File: config.mk
export PLATFORM = sky130hd
export DESIGN_NAME = bcd_to_binary_seq
export DESIGN_NICKNAME = d
export VERILOG_FILES = /design/src/rtl/bcd_pkg.sv /design/src/rtl/bcd_digit_mac.sv /design/src/rtl/bcd_to_binary_seq.sv
export SDC_FILE = /design/constraint.sdc
export NUM_CORES = 1
export LEC_CHECK = 0
export ABC_CLOCK_PERIOD_IN_PS = 8450
export CAP_MARGIN = 20
export CORE_ASPECT_RATIO = 1.1
export CORE_UTILIZATION = 57
export CTS_CLUSTER_SIZE = 16
export DETAILED_ROUTE_END_ITERATION = 8
export PLACE_DENSITY = 0.82
export SKIP_CTS_REPAIR_TIMING = 1
export SYNTH_ARGS = -nofsm -noshare
export SYNTH_HDL_FRONTEND = slang
export SYNTH_HIERARCHICAL = 1
export SYNTH_SLANG_ARGS = --single-unit
export TNS_END_PERCENT = 50
File: constraint.sdc
create_clock -name clk -period 8.45 [get_ports clk]
set_input_delay 1.2675 -clock clk [delete_from_list [all_inputs] [get_ports clk]]
set_output_delay 1.2675 -clock clk [all_outputs]
set_load 0.02 [all_outputs]
File: src/rtl/bcd_pkg.sv
// ---------------------------------------------------------------------------
// bcd_pkg
// Shared definitions for the sequential BCD-to-binary converter.
//   DIGIT_W   : width of one packed BCD digit
//   state_t   : converter FSM states (IDLE, CONV, HOLD)
//   bin_width : minimum binary width able to hold the largest value
//               representable with a given number of decimal digits
// ---------------------------------------------------------------------------
package bcd_pkg;

  localparam int DIGIT_W = 4;

  typedef enum logic [1:0] {
    IDLE = 2'd0,
    CONV = 2'd1,
    HOLD = 2'd2
  } state_t;

  // Smallest w with 2^w >= 10^digits, i.e. ceil(log2(10^digits)).
  // Used at elaboration time to reject an undersized output width.
  function automatic int bin_width(input int digits);
    longint unsigned pow10;
    int w;
    pow10 = 64'd1;
    for (int i = 0; i < digits; i++) begin
      pow10 = pow10 * 64'd10;
    end
    w = 0;
    for (int b = 0; b < 64; b++) begin
      if ((64'd1 << b) < pow10) begin
        w = b + 1;
      end
    end
    return w;
  endfunction

endpackage

File: src/rtl/bcd_digit_mac.sv
// ---------------------------------------------------------------------------
// bcd_digit_mac
// Combinational multiply-accumulate step of the BCD-to-binary conversion:
// next_acc = acc*10 + digit, truncated to BIN_W bits.
//   acc       in  BIN_W    running binary accumulator
//   digit     in  DIGIT_W  current BCD digit (raw value, 0..15)
//   next_acc  out BIN_W    acc*10 + digit modulo 2^BIN_W
//   digit_bad out 1        digit is greater than 9
// Optional feature macro: BCD2BIN_CHECK_EN builds the >9 comparator;
// without it digit_bad is tied to 0.
// ---------------------------------------------------------------------------
module bcd_digit_mac
  import bcd_pkg::*;
#(
  parameter int BIN_W = 17
) (
  input  logic [BIN_W-1:0]   acc,
  input  logic [DIGIT_W-1:0] digit,
  output logic [BIN_W-1:0]   next_acc,
  output logic               digit_bad
);

  // Multiply by ten as 8x + 2x so no multiplier is inferred; every term is
  // BIN_W wide so the sum wraps naturally.
  assign next_acc = (acc << 3) + (acc << 1) + BIN_W'(digit);

`ifdef BCD2BIN_CHECK_EN
  assign digit_bad = (digit > 4'd9);
`else
  assign digit_bad = 1'b0;
`endif

endmodule

File: src/rtl/bcd_to_binary_seq.sv
// ---------------------------------------------------------------------------
// bcd_to_binary_seq
// Sequential packed-BCD to unsigned binary converter. Accepts one DIGITS-digit
// word over a valid/ready handshake, folds one digit per clock (most
// significant first) as acc*10 + digit, and offers the result on a second
// valid/ready handshake.
//   clk        in   1          rising-edge clock
//   rst_n      in   1          asynchronous active-low reset
//   in_valid   in   1          input word present
//   in_ready   out  1          idle and able to accept (state == IDLE)
//   bcd_in     in   4*DIGITS   packed BCD, MSD in the top nibble
//   out_valid  out  1          result present (state == HOLD)
//   out_ready  in   1          consumer takes the result
//   binary     out  BIN_W      converted value
//   err        out  1          some input digit was > 9 (qualified by out_valid)
// Optional feature macro: BCD2BIN_CHECK_EN enables the sticky err flag;
// without it err is tied to 0. The binary path is identical in both builds.
// ---------------------------------------------------------------------------
module bcd_to_binary_seq
  import bcd_pkg::*;
#(
  parameter int DIGITS = 5,
  parameter int BIN_W  = 17
) (
  input  logic                        clk,
  input  logic                        rst_n,
  input  logic                        in_valid,
  output logic                        in_ready,
  input  logic [DIGIT_W*DIGITS-1:0]   bcd_in,
  output logic                        out_valid,
  input  logic                        out_ready,
  output logic [BIN_W-1:0]            binary,
  output logic                        err
);

  localparam int WORD_W = DIGIT_W * DIGITS;
  localparam int CNT_W  = (DIGITS > 1) ? $clog2(DIGITS) : 1;

  // Refuse to elaborate if the output cannot hold the largest decimal value.
  if (BIN_W < bin_width(DIGITS)) begin : g_width_check
    $error("bcd_to_binary_seq: BIN_W too small for DIGITS");
  end

  state_t             state;
  logic [WORD_W-1:0]  sreg;
  logic [BIN_W-1:0]   acc;
  logic [CNT_W-1:0]   cnt;
  logic [BIN_W-1:0]   mac_acc;

`ifdef BCD2BIN_CHECK_EN
  logic digit_bad;
  logic err_r;
`else
  logic digit_bad_unused;
`endif

  // The digit currently being folded is always the top nibble of the shift
  // register; the register shifts left once per CONV cycle.
  bcd_digit_mac #(
    .BIN_W (BIN_W)
  ) u_mac (
    .acc       (acc),
    .digit     (sreg[WORD_W-1 -: DIGIT_W]),
    .next_acc  (mac_acc),
`ifdef BCD2BIN_CHECK_EN
    .digit_bad (digit_bad)
`else
    .digit_bad (digit_bad_unused)
`endif
  );

  // Converter FSM. IDLE latches the word and clears the accumulator, CONV
  // folds exactly DIGITS digits, HOLD presents the result until taken. The
  // accumulator doubles as the output register, so binary stays frozen
  // throughout HOLD and drops to zero immediately on reset.
  always_ff @(posedge clk or negedge rst_n) begin
    if (!rst_n) begin
      state <= IDLE;
      sreg  <= '0;
      acc   <= '0;
      cnt   <= '0;
`ifdef BCD2BIN_CHECK_EN
      err_r <= 1'b0;
`endif
    end else begin
      unique case (state)
        IDLE: begin
          if (in_valid) begin
            sreg  <= bcd_in;
            acc   <= '0;
            cnt   <= '0;
`ifdef BCD2BIN_CHECK_EN
            err_r <= 1'b0;
`endif
            state <= CONV;
          end
        end
        CONV: begin
          acc  <= mac_acc;
          sreg <= sreg << DIGIT_W;
          cnt  <= cnt + CNT_W'(1);
`ifdef BCD2BIN_CHECK_EN
          err_r <= err_r | digit_bad;
`endif
          if (cnt == CNT_W'(DIGITS - 1)) begin
            state <= HOLD;
          end
        end
        HOLD: begin
          if (out_ready) begin
            state <= IDLE;
          end
        end
        default: state <= IDLE;
      endcase
    end
  end

  assign in_ready  = (state == IDLE);
  assign out_valid = (state == HOLD);
  assign binary    = acc;

`ifdef BCD2BIN_CHECK_EN
  assign err = err_r;
`else
  assign err = 1'b0;
`endif

endmodule

# Yosys cells after proc, flatten, opt, wreduce, memory -nomap -nowiden
# Cells that the tools add are included.
# totals
out_inout_bits,20
ff_bits,42
inputBits,24
wordCells,27
# classes
eq_ne,6
n_addsub,3
n_mux,10
reduce_logical,4
# op_table
cell,n
20-bit case mux with 2 select lines,1
17-bit case mux with 2 select lines,1
20-bit two-way mux,1
17-bit adder,1
17-bit by 4-bit adder with 17-bit output,1
17-bit two-way mux,1
2-bit two-way mux,3
2-bit case mux with 3 select lines,1
3-bit case mux with 2 select lines,1
2-bit inequality test (second input constant),2
3-bit by 1-bit adder with 3-bit output (second input constant),1
3-bit == test (second input constant),1
3-bit two-way mux,1
3-bit AND reduction,1
2-bit by 1-bit == test with 1-bit output (second input constant),1
2-bit == test (second input constant),1
2-bit logical NOT,1
2-bit by 1-bit inequality test with 1-bit output (second input constant),1
2-bit AND reduction,1
2-bit nonzero test,1

# Longest topological paths before layout
# logic_depth
word_depth,3
ltp_mapped,11
ltp_nobuf,11

# Modules after synthesis
# Netlist, hierarchy kept.
# by_module_without_submodules
module,seq_area_each_um2,area_each_um2,cells_each,instances
bcd_to_binary_seq,1051.0,1858.0,156,1
bcd_digit_mac,0.0,888.4,105,1

# Least setup slack after synthesis
# No wires, ideal clock.
# synth_timing
path_kind,register to register
startpoint,reg acc[0] (netlist: binary[0])
endpoint,reg acc[15] (netlist: binary[15])
slack_ps,5620
synth_period_minus_slack_ps,2830
stages_incl_launch_ff,12
required_ps,8329
n_path_buf,0
setup_ps,121
t_arrival_ps,2709
cell_sequence,dfrtp_1 -> inv_1 -> fa_1 -> inv_1 -> ha_1 -> a211oi_1 -> o21a_1 -> nor2_1 -> a221oi_2 -> a21oi_1 -> xor2_1 -> a22o_1
# synth_between
elab_chain_len,3
# synth_lines
item,line,source
from (decl),bcd_to_binary_seq.sv:46,logic [BIN_W-1:0] acc;
from (signal assigned),bcd_to_binary_seq.sv:99,acc <= mac_acc;
17-bit adder,bcd_digit_mac.sv:25,assign next_acc = (acc << 3) + (acc << 1) + BIN_W'(digit);
17-bit by 4-bit adder with 17-bit output,bcd_digit_mac.sv:25,
net mac_acc[15],bcd_to_binary_seq.sv:48,logic [BIN_W-1:0] mac_acc;
17-bit case mux with 2 select lines,bcd_to_binary_seq.sv:86,unique case (state)
# The timed path passes the listed nets, and every way through them passes these cells.
# A chain may end at the register's enable or synchronous reset.

# Worst setup path after layout
# layout_timing
startpoint,reg state[1]
endpoint,out in_ready
# layout_between
elab_chain_len,1
# layout_lines
item,line,source
from (decl),bcd_to_binary_seq.sv:44,state_t state;
from (signal assigned),bcd_to_binary_seq.sv:78,state <= IDLE;
from (signal assigned),bcd_to_binary_seq.sv:95,state <= CONV;
from (signal assigned),bcd_to_binary_seq.sv:106,state <= HOLD;
2-bit logical NOT,bcd_to_binary_seq.sv:119,assign in_ready = (state == IDLE);
to (decl),bcd_to_binary_seq.sv:28,"output logic in_ready,"
# Every way passes these cells.

==> run summary <==
Outcome -> completed
TritonCTS clock tree -> done
Htree depth -> 2
Mapped Nets -> 315
Port Buf Inserts -> 42
Wire per inst -> 15.6 um
M1 wire length -> 2.47 mm
Clk sinks -> 42
Initial core utilization -> 0.592
Synth Warn # -> 6
Critical path depth in cells -> 2
Period minus WS final -> 3430 ps
Max-slew headroom -> 0.384
Slew Limit Fails -> 0
Tot GR Track Use -> 0.243
Vias per std cell -> 5.99
CP delay by family, top -> buffers and inverters
Mapped cell area -> 0.00274 mm^2
# IOs -> 44
Std-Cell Rows -> 26
Critical path launch point type -> register
# diodes -> 0
Fraction of layout cells with a size suffix above 1 -> 0.0808
Metal3 WL -> 208 um
Area Overhead vs Synth -> 18.1%
Width of the die -> 68.0 um
Final Wtd Congestion -> 0.847
Vias in the first global route -> 2113
Least-Margin Pin Slew -> 924 ps
WS Path Type -> reg -> out
Initial antenna violation count -> 0
Worst Setup End Kind -> output port
Routed wl met2 -> 2.70 mm
Clock Path Buffers -> 2
Top layer in use -> met4
Setup TNS -> 0 ps
Starting DRT DRC Count -> 102
Register area -> 0.00105 mm^2
Via count -> 2116
Final wirelength -> 5.49 mm
Syn_area_per_cell -> 10.6 um^2
ANT nets after route -> 0
Max cap viols -> 0
Setup violations, final -> 0
HPWL after DPL -> 4.05 mm
CP cell instances -> nor2_2 > clkdlybuf4s50_1
Fin cells -> 353
Hold Path Depth -> 2
Final hold violations -> 0
Nets@finish -> 352
CTS Buf Count -> 5
Reg clk slew, reported paths -> 80 ps
Multi-input gate area -> 0.00147 mm^2
Drt first pass iters -> 5
Fillers -> 362
Die H -> 74.7 um
Grt ovf -> 0
Fmax -> 291 MHz
Critical path peak fanout -> 17
RSZ-0062 raised after global routing -> false
Die area -> 0.00508 mm^2
DR DRC count -> 0
CTS Root Cell -> clkbuf_8
Hold WC Path Type -> reg -> reg
Final worst path period share -> 0.406
Cells after DPL -> 345
Cells on worst reg2reg path -> 11
Number of buffers and inverters on the critical path -> 1
Core area -> 0.00462 mm^2
Critical Path RT -> 7180 ps
Post-Synthesis Cells -> 259
Largest net degree at the start of global routing -> 43
Clk_lat worst skew -> 290 ps
Max stage delay cell, worst path -> clkdlybuf4s50_1
Finished Core Util -> 0.699
Max stage delay on crit path -> 740 ps
Final Skew -> 6.79 ps
Critical path data arrival time -> 2160 ps
First-pass GRT wire length -> 9.25 mm
state kept, by name, indices dropped and copies added (netlist names):
signal	count
cnt	3
binary	17
sreg	20
state	2
worst min-delay path, stage by stage, from the launching register on:
cell,delay (ps)
dfrtp_1,350
nand2_1,50
o221ai_1,60
per-layer routing:
metal	track usage	vias up
met4	0.104	0
met5	0	-
li1	-	1010
met2	0.402	65
met3	0.0394	10
met1	0.313	1031
cells in the final DEF (no fill, tap or decap), drive strengths merged:
cell type / n
o21ba: 1
o2bb2ai: 1
nand4: 1
a222oi: 16
o31a: 1
a22o: 18
nand2: 9
and3b: 1
and2: 1
xnor2: 9
buf: 3
clkbuf: 7
clkinv: 1
fa: 2
o21ai: 7
a21o: 4
ha: 30
a221o: 1
o21a: 3
a211oi: 2
a21oi: 6
o2111ai: 1
nand3b: 4
conb: 1
or2: 1
clkdlybuf4s50: 41
mux2: 1
nand3: 2
dfrtp: 42
o21bai: 4
nor2b: 21
nor2: 12
xor2: 3
a221oi: 3
o221ai: 4
inv: 32
a31oi: 1
layout make-up:
class / count / area share
inverters: 32 / 0.0372
clock inverters: 1 / 0.00155
well taps: 56 / 0.0217
repair buffers: 44 / 0.133
clock buffers: 7 / 0.0267
flip-flops and latches: 42 / 0.325
multi-input cells: 171 / 0.454
stage by stage:
step	hold slack [ps]	worst slack, ps	cell area (um^2)
5_1_grt	514	4930	3230
3_3_place_gp	474	5240	3140
6_report	494	5020	3230
4_1_cts	501	5030	3230
3_5_place_dp	483	5130	3140
2_1_floorplan	459	5620	2740
final timing paths:
kind                            slack, ps  startpoint          to
min in group asynchronous            1110       rst_n     sreg[2]
worst min register to register        490     sreg[1]     sreg[1]
worst max register to register       5430   binary[2]  binary[15]
worst max-delay path                 5020    state[1]    in_ready
max in group asynchronous            6760       rst_n    sreg[17]
worst min-delay path                  490     sreg[1]     sreg[1]
Power is left out: the tool's default activity adds up to more than one toggle a clock period on the data nets, which glitch-free logic cannot reach.
